--- src/rtl/answer_serializer.sv ---
// answer_serializer: captures a packed answer and streams one byte per field, highest field first.
// Optional build macro PKG_TERMINATOR_EN appends a fixed 0x0A byte after field 0.
module answer_serializer #(
   parameter int         NUM_FIELDS = 30,
   parameter int         FIELD_W    = 5,
   parameter logic [7:0] OFFSET     = 8'd0
) (
   input  logic                            clk,
   input  logic                            rst,
   input  logic [NUM_FIELDS*FIELD_W-1:0]   answer_in,
   input  logic                            load,
   output logic [7:0]                      byte_out,
   output logic                            byte_valid,
   input  logic                            byte_ready,
   output logic                            busy,
   output logic                            done
);
   // state | meaning
   // IDLE  | waiting for load; outputs quiet
   // SEND  | presenting field[idx] + OFFSET until accepted
   // TERM  | presenting the 0x0A terminator (PKG_TERMINATOR_EN builds only)
   // DONE  | one-cycle done pulse, then back to IDLE

   localparam int IDX_W = (NUM_FIELDS > 1) ? $clog2(NUM_FIELDS) : 1;
   localparam logic [IDX_W-1:0] IDX_LAST = IDX_W'(NUM_FIELDS - 1);

`ifdef PKG_TERMINATOR_EN
   typedef enum logic [1:0] {IDLE, SEND, TERM, DONE} state_t;
`else
   typedef enum logic [1:0] {IDLE, SEND, DONE} state_t;
`endif

   state_t                          state;
   logic [IDX_W-1:0]                idx;
   logic [NUM_FIELDS*FIELD_W-1:0]   shadow;

   // Zero-pad the field to a byte and add OFFSET; the carry out of bit 7 is dropped.
   function automatic logic [7:0] field_byte(input logic [NUM_FIELDS*FIELD_W-1:0] vec,
                                             input logic [IDX_W-1:0] sel);
      logic [FIELD_W-1:0] fld;
      fld = vec[int'(sel)*FIELD_W +: FIELD_W];
      return 8'(fld) + OFFSET;
   endfunction

   always_ff @(posedge clk) begin
      if (rst) begin
         state      <= IDLE;
         idx        <= '0;
         shadow     <= '0;
         byte_out   <= 8'h00;
         byte_valid <= 1'b0;
         busy       <= 1'b0;
         done       <= 1'b0;
      end else begin
         done <= 1'b0;
         case (state)
            IDLE: begin
               if (load) begin
                  shadow     <= answer_in;
                  idx        <= IDX_LAST;
                  byte_out   <= field_byte(answer_in, IDX_LAST);
                  byte_valid <= 1'b1;
                  busy       <= 1'b1;
                  state      <= SEND;
               end
            end
            SEND: begin
               if (byte_ready) begin
                  if (idx != '0) begin
                     idx      <= idx - IDX_W'(1);
                     byte_out <= field_byte(shadow, idx - IDX_W'(1));
                  end else begin
`ifdef PKG_TERMINATOR_EN
                     byte_out   <= 8'h0A;
                     state      <= TERM;
`else
                     byte_out   <= 8'h00;
                     byte_valid <= 1'b0;
                     done       <= 1'b1;
                     state      <= DONE;
`endif
                  end
               end
            end
`ifdef PKG_TERMINATOR_EN
            TERM: begin
               if (byte_ready) begin
                  byte_out   <= 8'h00;
                  byte_valid <= 1'b0;
                  done       <= 1'b1;
                  state      <= DONE;
               end
            end
`endif
            DONE: begin
               busy  <= 1'b0;
               state <= IDLE;
            end
            default: begin
               byte_out   <= 8'h00;
               byte_valid <= 1'b0;
               busy       <= 1'b0;
               state      <= IDLE;
            end
         endcase
      end
   end

endmodule
--- config.mk ---
export PLATFORM = sky130hd
export DESIGN_NAME = answer_serializer
export DESIGN_NICKNAME = d
export VERILOG_FILES = /design/src/rtl/answer_serializer.sv
export SDC_FILE = /design/constraint.sdc
export NUM_CORES = 1
export LEC_CHECK = 0
export ABC_AREA = 1
export CORE_ASPECT_RATIO = 1.4
export CORE_MARGIN = 1.5
export CORE_UTILIZATION = 38
export CTS_CLUSTER_DIAMETER = 150
export CTS_CLUSTER_SIZE = 8
export DETAILED_ROUTE_END_ITERATION = 8
export DONT_BUFFER_PORTS = 1
export GPL_TIMING_DRIVEN = 1
export PLACE_DENSITY = 0.64
export SETUP_SLACK_MARGIN = 0.15
export SLEW_MARGIN = 20
export SYNTH_ARGS = -nofsm -noshare
export SYNTH_HDL_FRONTEND = slang
export SYNTH_SLANG_ARGS = --single-unit
--- constraint.sdc ---
create_clock -name clk -period 2.29 [get_ports clk]
set_clock_uncertainty 0.2 [all_clocks]
set_input_delay 0 -clock clk [delete_from_list [all_inputs] [get_ports clk]]
set_output_delay 0 -clock clk [all_outputs]
set_load 0.005 [all_outputs]
After elaboration in Yosys (flattened, before gate mapping). Cells that the tools add are included. W data, S select, Z words.

Output and inout bits: 11. Register bits: 168.

Add/subtract/negate cells: 1. Bitwise gates (word level): 3. Reductions and logical operators: 10. Multipliers: 1. Shift-type cells: 1. Equality and inequality tests: 6. Muxes and demuxes: 18.

Operators by type and width (count): $shiftx A150 B9 Y5 (1); $pmux W8 S3 (1); $mux W5 (4); $mux W8 (2); $pmux W5 S2 (1); $mul A5 B3 Y8 const B (1); $ne A2 B2 Y1 const B (4); $reduce_and A4 Y1 (2); $mux W2 (3); $reduce_and A3 Y1 (2); $reduce_bool A5 Y1 (1); $sub A5 B1 Y5 const B (1); $mux W1 (4); $pmux W2 S2 (1); $reduce_and A2 Y1 (2); $not A1 Y1 (3); $pmux W1 S3 (1); $reduce_or A3 Y1 (1); $eq A2 B1 Y1 const B (1); $eq A2 B2 Y1 const B (1); $logic_not A2 Y1 (1); $pmux W1 S2 (1); $reduce_bool A2 Y1 (1).

Longest topological paths before layout.
Depth in word-level cells: 6. Gate-level depth with buffers: 18. Mapped depth without buffers: 14.

Worst setup path after synthesis. OpenSTA, ideal clock, no wires.

Path type: flip-flop to flip-flop. Start point: register idx[0]. End point: register byte_out[1]. Stages on the path, launching flop included: 18. Required time: 1.958 ns. Arrival: 1.914 ns. Setup time: 0.132 ns. Setup slack: 0.044 ns. Period minus slack after synthesis: 2.246 ns. Cells stage by stage: dfxtp_1 -> buf_6 -> inv_4 -> buf_6 -> buf_6 -> ha_1 -> buf_2 -> inv_2 -> buf_2 -> nand3_1 -> nand3_1 -> nand3_1 -> nand2_1 -> nand2_1 -> nand3_1 -> nand2_1 -> nand2_1 -> a21oi_1.

Cells in the longest elaborated chain, start to end: 6. Elaborated cells on any way between the ends: 7.

Ends and longest elaborated chain: from (decl) (line 34) `logic [IDX_W-1:0] idx;`; from (signal assigned) (line 70) `idx <= idx - IDX_W'(1);`; $sub A5 B1 Y5 (line 71) `byte_out <= field_byte(shadow, idx - IDX_W'(1));`; $mul A5 B3 Y8 (line 41) `fld = vec[int'(sel)*FIELD_W +: FIELD_W];`; $shiftx A150 B9 Y5 (line 41); $mux W5 (*) (line 69) `if (idx != '0) begin`; $mux W8 (*) (line 68) `if (byte_ready) begin`; $pmux W8 S3 (*) (line 56) `case (state)`; to (signal assigned) (line 61) `byte_out <= field_byte(answer_in, IDX_LAST);`; to (signal assigned) (line 71); to (decl) (line 12) `output logic [7:0] byte_out,`.

Mark *: on every way between the ends. The rest lies on a longest branch, timed or not. The select of a mux whose other input is x is not followed. A chain may end at the register's enable or synchronous reset.

Final worst setup path. Ends and elaborated chain as after synthesis.

==> run_results.csv <==
group,metric,value,unit
power,peakVddDrop,0.427,mV
drt,wirelength,22.2,mm
synthesis,ys_top_cells_by_area,"dfxtp_1 45%, nor2_1 13%, nand2_1 11%",
power,power.internal,5920,µW
drt,vias,7336,
synthesis,yosys_warnings,0,
drt,ant_nets,0,
worst_hold_path,hold_path_class,"in2reg",
drt,viasPerCell,5.00,
placement,dp_cells,1280,
power,pwr-share-comb,26.2,%
cells_and_area,finalNonFillerCells,1466,
floorplan,dieArea,0.0202,mm²
run_status,outcome,"complete, no violations",
synthesis,ys.flop_type,"dfxtp_1",
global_routing,gr-total-overflow,0,
floorplan,die-height,168,µm
synthesis,synth_commonest_cells,"248 x nor2_1, 209 x nand2_1, 165 x dfxtp_1",
synthesis,synth_seq_cells,165,
synthesis,ys_seq_area_share,44.8,%
placement,hpwl,14.5,mm
power,p_leak,0.00404,µW
synthesis,syn-cell-area,0.00737,mm²
cells_and_area,synthToLayoutAreaGrowth,32.2,%
sta,whs,0.0697,ns
sta,finalSetupViolations,0,
drt,wl_per_cell,15.1,µm
power,seqPwrFrac,39.4,%
floorplan,std_cell_rows,60,
synthesis,synth_top_cell_by_area,"dfxtp_1",
synthesis,async_flop_share,0,%
global_routing,grt_pass1_vias,6960,
synthesis,yosys.cell_count.top_type,"nor2_1",
floorplan,start_util,38.5,%
global_routing,grt_pass1_wl,34.1,mm
sta,slew_violations,0,
cts,cts_made_buffers,17,
cells_and_area,nNetsFinal,1362,
global_routing,grt_max_degree,79,
setup_path,crit_path_start_kind,"flip-flop",
floorplan,ioPinCount,165,
placement,gp_congestion,0.819,
synthesis,synth_edf_count,0,
worst_hold_path,hold_path_depth,3,
sta,hold_viol,0,
cts,cts.sinks,165,
synthesis,synthCells,1095,
cts,htree_levels,4,
power,powerDensity,880,mW/mm²
sta,rsz0062_at_grt,"false",
setup_path,cp_data_arrival_time,2.09,ns
placement,portBuffers,0,
synthesis,syn_avg_cell_area,6.73,µm²
sta,worst_pin_slew,0.617,ns
run,drv_cap,0,
power,p_sw,2650,µW
cts,clk_pin_slew,0.06,ns
global_routing,antenna_found_initial,1,
setup_path,end_kind,"flip-flop",
cts,cts_root_buf,"clkbuf_16",
sta,period_minus_slack,2.01,ns
synthesis,synth_top_area_share,44.8,%
cts,cts_buffer_depth,2,
cts,tritoncts,"built",
synthesis,synth.distinct_cells,25,
floorplan,die_x,121,µm
sta,fin_tns_setup,0,ns
sta,timing.fmax,498,MHz
power,switching_share,30.9,%
setup_path,cp_max_fo,14,
drt,drcViolationCount,0,
drt,detail_route.iter0.violations,528,
drt,drt-pass1-iter-count,5,
cts,clkLatencyLatePin,0.43,ns
sta,fin_crit_sh,87.7,%
global_routing,track_usage,21.6,%
floorplan,fp.coreArea,0.0191,mm²
setup_path,criticalPathCategory,"reg2reg",
sta,slew_headroom,58.7,%
setup_path,cp.required,2.37,ns
power,p_clk_share,34.4,%
setup_path,worstRegToRegCells,15,
cells_and_area,drive_gt1_share,5.34,%
-- routing by layer --
| metal | up-vias | routed length (µm) | part of all wire (%) | GRT usage [%] |
|---|---|---|---|---|
| met5 | - | 0 | 0 | 0 |
| met4 | 0 | 754 | 3.4 | 10.3 |
| met3 | 47 | 916 | 4.1 | 3.83 |
| met2 | 219 | 11500 | 52 | 38.3 |
| met1 | 3323 | 9060 | 41 | 24.9 |
| li1 | 3747 | - | - | - |
-- power by group through the flow --
stage	Sequential (µW)	Clock [µW]	Combinational, µW
3_5_place_dp	3440	0	1950
6_report	3370	2950	2250
3_3_place_gp	3430	0	1940
5_1_grt	3400	3130	2540
4_1_cts	3380	3000	2170
2_1_floorplan	3360	0	1550
-- flip-flops by register name, summed over array words and instances, names as in the netlist --
name / flops
byte_out: 5
byte_valid: 1
shadow: 150
done: 1
busy: 1
idx: 5
state: 2
-- path summary, 6_finish.rpt --
kind	from	to	slack (ns)
hold reg to reg	shadow[53]	shadow[53]	0.25
setup / recovery	idx[0]	byte_out[1]	0.28
setup reg to reg	idx[0]	byte_out[1]	0.28
hold / removal	answer_in[104]	shadow[104]	0.07
-- cell usage in the layout (no fill, tap or decap), drive strengths merged --
master	netlist	layout
o211ai	1	1
nand3	139	139
nand2	210	210
a221oi	3	3
a211oi	1	1
dfxtp	165	165
clkinvlp	0	2
bufinv	0	4
clkinv	0	3
ha	1	1
diode	0	1
dlygate4sd3	0	153
a21oi	37	37
conb	1	3
nor3	1	1
buf	43	20
inv	49	49
o21ai	151	151
clkbuf	41	22
nand4	1	1
nor2	250	250
o31ai	1	1
-- metrics by stage --
stage | util [%] | cell area, µm² | power [µW] | worst slack, ns
4_1_cts | 50.5 | 9660 | 8540 | 0.164
5_1_grt | 50.9 | 9750 | 9070 | 0.142
3_3_place_gp | 39.3 | 7530 | 5370 | 0.236
3_5_place_dp | 39.3 | 7530 | 5390 | 0.218
2_1_floorplan | - | 7430 | 4920 | 0.191
6_report | 50.9 | 9750 | 8570 | 0.282
-- cell type report --
cell class,instances,area (µm²)
Clock inverter,9,154
Inverter,49,204
Fill cell,1895,9400
Tap cell,248,310
Antenna cell,1,2.50
Timing Repair Buffer,175,1830
Clock buffer,20,447
Multi-Input combinational cell,799,3490
Sequential cell,165,3310
-- logic make-up after synthesis --
logic type	Yosys count	share of synthesized area [%]
buffers and inverters	133	8.29
AOI/OAI and AO/OA	194	13.5
DFF	165	44.8
other	1	0.0509
and+or+nand+nor	601	33.2
adders and majority gates	1	0.170
-- worst max-delay path: stages, from the launching register on --
cell and delay [ns]:
dfxtp_4 0.37, inv_4 0.06, ha_4 0.16, inv_1 0.07, nand2_1 0.09, nand2_4 0.11, clkinv_4 0.10, buf_12 0.16
nand3_1 0.09, nand3_1 0.09, nand2_1 0.07, nand2_1 0.04, nand3_1 0.09, nand2_1 0.05, nand2_1 0.06, a21oi_1 0.05
-- what timing repair did --
action,4_1_cts,5_1_grt
hold buffers,153,0
endpoints found under the setup margin,0,5
buffers inserted,0,1
hold endpoints to repair,165,0
gates resized for setup,0,11
Note: power is estimated with default switching activity, not from simulation.
